## src/rtl/seq_det_pkg.sv

```systemverilog
// Shared constants and helpers for the parametrised serial pattern detector.
package seq_det_pkg;

  localparam logic OVL_ON   = 1'b1;
  localparam logic OVL_OFF  = 1'b0;
  localparam int   PLEN_MAX = 16;

  // Width needed to hold a fill count from 0 up to and including plen.
  function automatic int fill_w(input int plen);
    return $clog2(plen + 1);
  endfunction

endpackage

```

## src/rtl/sat_counter.sv

```systemverilog
// Saturating up-counter with synchronous clear; holds at all-ones and never wraps.
module sat_counter #(
  parameter int W = 4
)(
  input  logic         clk,
  input  logic         reset,
  input  logic         clr,
  input  logic         inc,
  output logic [W-1:0] q
);

  always_ff @(posedge clk or posedge reset) begin
    if (reset)                 q <= '0;
    else if (clr)              q <= '0;
    else if (inc && !(&q))     q <= q + 1'b1;
  end

endmodule

```

## src/rtl/seq_detector_param.sv

```systemverilog
// Programmable PLEN-bit serial pattern detector with registered match pulse,
// overlapping/non-overlapping modes and a saturating match counter.
module seq_detector_param
  import seq_det_pkg::*;
#(
  parameter int PLEN = 4,
  parameter int CW   = 4,
  parameter int FW   = fill_w(PLEN)
)(
  input  logic            clk,
  input  logic            reset,
  input  logic            en,
  input  logic            x,
  input  logic            clr,
  input  logic [PLEN-1:0] pat,
  input  logic            ovl,
  output logic            z,
  output logic [CW-1:0]   count,
  output logic [FW-1:0]   fill
);

  localparam logic [FW-1:0] FILL_MAX = FW'(PLEN);
  localparam logic [FW-1:0] FILL_ARM = FW'(PLEN - 1);

  logic [PLEN-1:0] hist, hist_sh, hist_nx;
  logic [FW-1:0]   fill_nx;
  logic            match;

  // fill gates the compare so stale zeros from reset/clr never form a match.
  always_comb begin
    hist_sh = {hist[PLEN-2:0], x};
    hist_nx = hist;
    fill_nx = fill;
    match   = 1'b0;
    if (en) begin
      hist_nx = hist_sh;
      match   = (hist_sh == pat) && (fill >= FILL_ARM);
      if (match && (ovl == OVL_OFF)) fill_nx = '0;
      else if (fill != FILL_MAX)     fill_nx = fill + 1'b1;
    end
  end

  always_ff @(posedge clk or posedge reset) begin
    if (reset) begin
      hist <= '0;
      fill <= '0;
      z    <= 1'b0;
    end else if (clr) begin
      hist <= '0;
      fill <= '0;
      z    <= 1'b0;
    end else begin
      hist <= hist_nx;
      fill <= fill_nx;
      z    <= match;
    end
  end

  sat_counter #(.W(CW)) u_count (
    .clk   (clk),
    .reset (reset),
    .clr   (clr),
    .inc   (match),
    .q     (count)
  );

endmodule

```

## config.mk

```make
export PLATFORM = sky130hd
export DESIGN_NAME = seq_detector_param
export DESIGN_NICKNAME = d
export VERILOG_FILES = /design/src/rtl/seq_det_pkg.sv /design/src/rtl/sat_counter.sv /design/src/rtl/seq_detector_param.sv
export SDC_FILE = /design/constraint.sdc
export NUM_CORES = 1
export LEC_CHECK = 0
export CORE_MARGIN = 2
export CORE_UTILIZATION = 42
export CTS_CLUSTER_DIAMETER = 50
export CTS_CLUSTER_SIZE = 20
export DETAILED_ROUTE_END_ITERATION = 10
export GPL_TIMING_DRIVEN = 0
export PLACE_DENSITY = 0.73
export SKIP_CTS_REPAIR_TIMING = 1
export SKIP_LAST_GASP = 1
export SYNTH_ARGS = -nofsm -noshare
export SYNTH_HDL_FRONTEND = slang
export SYNTH_HIERARCHICAL = 1
export SYNTH_SLANG_ARGS = --single-unit
```

## constraint.sdc

```tcl
create_clock -name clk -period 1.8 [get_ports clk]
set_clock_uncertainty 0.05 [all_clocks]
set_input_delay 0.27 -clock clk [delete_from_list [all_inputs] [get_ports clk]]
set_output_delay 0.27 -clock clk [all_outputs]
set_load 0.01 [all_outputs]
```

# Yosys cells after proc, flatten, opt, wreduce, memory -nomap -nowiden
# Index checks and enable logic that the tools add are counted.
[op_classes] addsub=2 n_lt_le_gt_ge=1 eq_ne=2 muxes=10 bitwise_logic=1 reduce_logical=9
[op_table] operator="$mux W3" n=6
[op_table] operator="$mux W4" n=2
[op_table] operator="$add A4 B1 Y4 const B" n=1
[op_table] operator="$eq A4 B4 Y1" n=1
[op_table] operator="$reduce_and A4 Y1" n=1
[op_table] operator="$reduce_bool A2 Y1" n=2
[op_table] operator="$add A3 B1 Y3 const B" n=1
[op_table] operator="$ge A3 B2 Y1 const B" n=1
[op_table] operator="$logic_and A1 B1 Y1" n=3
[op_table] operator="$ne A3 B3 Y1 const B" n=1
[op_table] operator="$reduce_bool A3 Y1" n=1
[op_table] operator="$mux W1" n=2
[op_table] operator="$reduce_and A2 Y1" n=1
[op_table] operator="$logic_not A1 Y1" n=1
[op_table] operator="$not A1 Y1" n=1
[word_totals] register_bits=11 out_inout_bits=8

# Logic depth before layout (Yosys ltp)
[depth] ltp_word=6 depth_mapped=9 depth_no_buf=9

# Cells and area by module
# The synthesis kept the hierarchy.
[modules_own_cells] module="seq_detector_param" instances=1 cells_each=50 area_each_um2=474.2 seq_area_each_um2=175.2
[modules_own_cells] module="sat_counter" instances=1 cells_each=21 area_each_um2=230.2 seq_area_each_um2=100.1

# Least setup slack after synthesis
# OpenSTA, ideal clock, no wires.
[synth_timing] path_kind="register -> register" start="register fill[0]" end="register u_count.q[0]" setup_ps=125 arrival_time_ps=1805 slack_ps=-180 stages_incl_launch_ff=10 n_path_buf=0 cell_sequence="dfrtp_1 ha_1 ha_1 a211o_1 nand2_2 nor2_2 and2_2 inv_1 a31oi_4 mux2_4"
[synth_between] elab_chain_len=5
[synth_rtl] item="from (decl)" line="seq_detector_param.sv:19" rtl="output logic [FW-1:0] fill"
[synth_rtl] item="from (signal assigned)" line="seq_detector_param.sv:54" rtl="fill <= fill_nx;"
[synth_rtl] item="$ge A3 B2 Y1" line="seq_detector_param.sv:37" rtl="match = (hist_sh == pat) && (fill >= FILL_ARM);"
[synth_rtl] item="$logic_and A1 B1 Y1" line="seq_detector_param.sv:37"
[synth_rtl] item="$mux W1" line="seq_detector_param.sv:35" rtl="if (en) begin"
[synth_rtl] item="via match" line="seq_detector_param.sv:27" rtl="logic match;"
[synth_rtl] item="$logic_and A1 B1 Y1" line="sat_counter.sv:15" rtl="else if (inc && !(&q)) q <= q + 1'b1;"
[synth_rtl] item="$reduce_bool A2 Y1 (no source line)"
[synth_rtl] item="to (signal assigned)" line="sat_counter.sv:15"
[synth_rtl] item="to (decl)" line="sat_counter.sv:9" rtl="output logic [W-1:0] q"
# The timed path passes the listed nets, and every way through them passes these cells.
# A chain may end at the register's enable or synchronous reset.

# Worst setup path after layout
[layout_timing] start="register fill[1]" end="register u_count.q[0]"
# The elaborated chain is that of the path after synthesis.

==> flow_summary.ini <==
[outcome]
run_status = complete, but fails checks
violations = negative setup slack

[die]
die_y_um = 45.0
die_w_um = 45.0
initial_utilization = 0.457
core_um2 = 1540
die_area_um2 = 2020
ios = 18
placementRows = 14

[critical_path]
crit_arrival_ns = 1.98
worst-setup-path-type = reg -> reg
crit_slowest_cell = dfrtp_2
start_kind = flip-flop
required_ns = 1.90
end_kind = flip-flop
path_max_fanout = 4
cp_cell_sequence = ha_4, ha_4, a211o_1, nand2_2, nor2_4, and2_4, inv_2, a31oi_4, mux2_4
cp_top_family = flip-flops
crit_path_max_incr_delay_ns = 0.45
worst_path_most_repeated_cell = ha_4
critPathBufInv = 1

[power]
leakagePower_uw = 0.000413
powerDensity_nw_per_um2 = 614
ir_worst_vdd_v = 0.000401
power_uw = 602

[drt]
ant_nets = 0
drtPass1Iterations = 4
avgViaCountPerCell = 5.20
drtIter0Drc = 13
wl_per_cell_um = 12.2
drt_wl_total_um = 1340
drc = 0
num_vias = 572

[synthesis]
synth-simple-area-share = 0.215
synth_edf_count = 0
avgSynthCellArea_um2 = 9.92
synthArstFlopShare = 1.00
synth_ff_type = dfrtp_1
synth_fa_ha_area_frac = 0.0710
synth_xor_area_frac = 0.0728
muxShareOfSynthArea = 0.0782
yosys.area.top_type = dfrtp_1
synthTopCellsByArea = dfrtp_1, ha_1, mux2i_1
synthCells = 71
ys_seq_area_frac = 0.391
synthDistinctLibCells = 32
synth_compound_area_frac = 0.117
ys_top_cells_by_count = dfrtp_1, inv_1, nor2_1
synth-warning-count = 6
synthesis.nets = 85
synth.most_common_cell = dfrtp_1
netlist_area_um2 = 704
yosysTopAreaCellShare = 0.391
ys_ff_latch = 11
synth_top_family_by_area = simple AND/OR/NAND/NOR gates

[clock_network]
cts_root_buffer = clkbuf_4
htree_levels = 1
clockBufferDepth = 2
clk_latency_ns = 0.26
tritoncts = done
clock-sinks = 11
clk_pin_slew_ns = 0.08
numCtsBuffers = 3

[sta]
period_needed_ns = 1.88
clock.fmax_mhz = 532
fin_setup_tns_ns = -0.0875
report.final.slew_viol_count = 0
max_slew_margin = 0.731
worst_pin_slew_ns = 0.404
setup_slack_ns = -0.0808
rsz0062_at_grt = yes
period_share = 1.04
worst_hold_slack_ns = 0.167
setup_viol = 2
finalHoldViolCount = 0

[run]
cap_violations = 0

[grt]
grt_pass1_wl_um = 2210
grt_overflow = 0
antenna_found_initial = 0
grtUsageTotal = 0.155
grt_max_degree = 11
grt_pass1_vias = 488

[layout]
final_area_um2 = 981
antennaDiodeCount = 0
drive_above_1_share = 0.245
fin_nets = 109
areaGrowthSynthToFinish_pct = 39.3

[placement]
placed_area_um2 = 896
port_buffers = 16
place_ws_ns = -0.272
gp_congestion = 0.731
dp_hpwl_um = 1010

[min_path]
hold_path_class = in -> async
-- sequential cells by signal (all words and copies together), names as in the netlist --
signal and flops:
u_count/q 4, hist 3, fill 3, z 1
-- power breakdown --
group | switching (uW) | total, uW | internal (uW)
logic | 72.1 | 156 | 83.6
clock network | 85.0 | 171 | 85.6
registers | 15.9 | 276 | 260
total | 173 | 602 | 429
-- final cells by class --
cell class / instances / area, um2
Buffer: 2 / 8.76
Inverter: 8 / 30.0
Sequential cell: 11 / 277
Fill cell: 142 / 561
Multi-Input combinational cell: 50 / 437
Clock buffer: 4 / 26.3
Timing Repair Buffer: 19 / 183
Tap cell: 16 / 20.0
-- metal layers --
layer | track usage | wire, um
met2 | 0.217 | 635
met5 | 0 | 0
met4 | 0.0529 | 7
met3 | 0.0480 | 61
met1 | 0.225 | 633
-- cells by family (layout without fill, tap and decap cells) --
| family | after synthesis | count (layout) |
|---|---|---|
| and+or+nand+nor | 27 | 27 |
| DFF | 11 | 11 |
| buffers and inverters | 10 | 33 |
| AOI/OAI and AO/OA | 9 | 9 |
| xor gates and xnor gates | 5 | 5 |
| muxes | 5 | 5 |
| adders and majority gates | 4 | 4 |
-- per-stage QoR --
stage / utilization / instances
floorplan: - / 71
global placement: 0.581 / 103
detailed placement: 0.581 / 103
CTS: 0.598 / 107
global route: 0.636 / 110
finish: 0.636 / 110
-- final timing paths --
check / from / end / slack (ns) / cells after the start
max reg2reg: fill[1] / u_count/q[0] / -0.08 / 9
max: fill[1] / u_count/q[0] / -0.08 / 9
min in group clk: en / fill[0] / 0.33 / 2
min: reset / u_count/q[1] / 0.17 / 2
max in group asynchronous: reset / fill[1] / 1.23 / 2
min reg2reg: hist[2] / hist[2] / 0.51 / 2
-- cells in the final DEF (no fill, tap or decap), types with 2 or more instances in the layout --
master | synthesis | layout
inv_1 | 8 | 7
mux2i_1 | 4 | 4
clkdlybuf4s50_1 | 0 | 16
buf_4 | 0 | 3
ha_1 | 4 | 2
nor3_2 | 0 | 2
nand2_1 | 4 | 4
dfrtp_1 | 11 | 10
nor2_1 | 6 | 6
ha_4 | 0 | 2
xnor2_1 | 4 | 4
nand2b_1 | 3 | 3
clkbuf_4 | 0 | 3
clkbuf_1 | 1 | 2
nand3_1 | 2 | 2
Note: power is estimated with default switching activity, not from simulation.
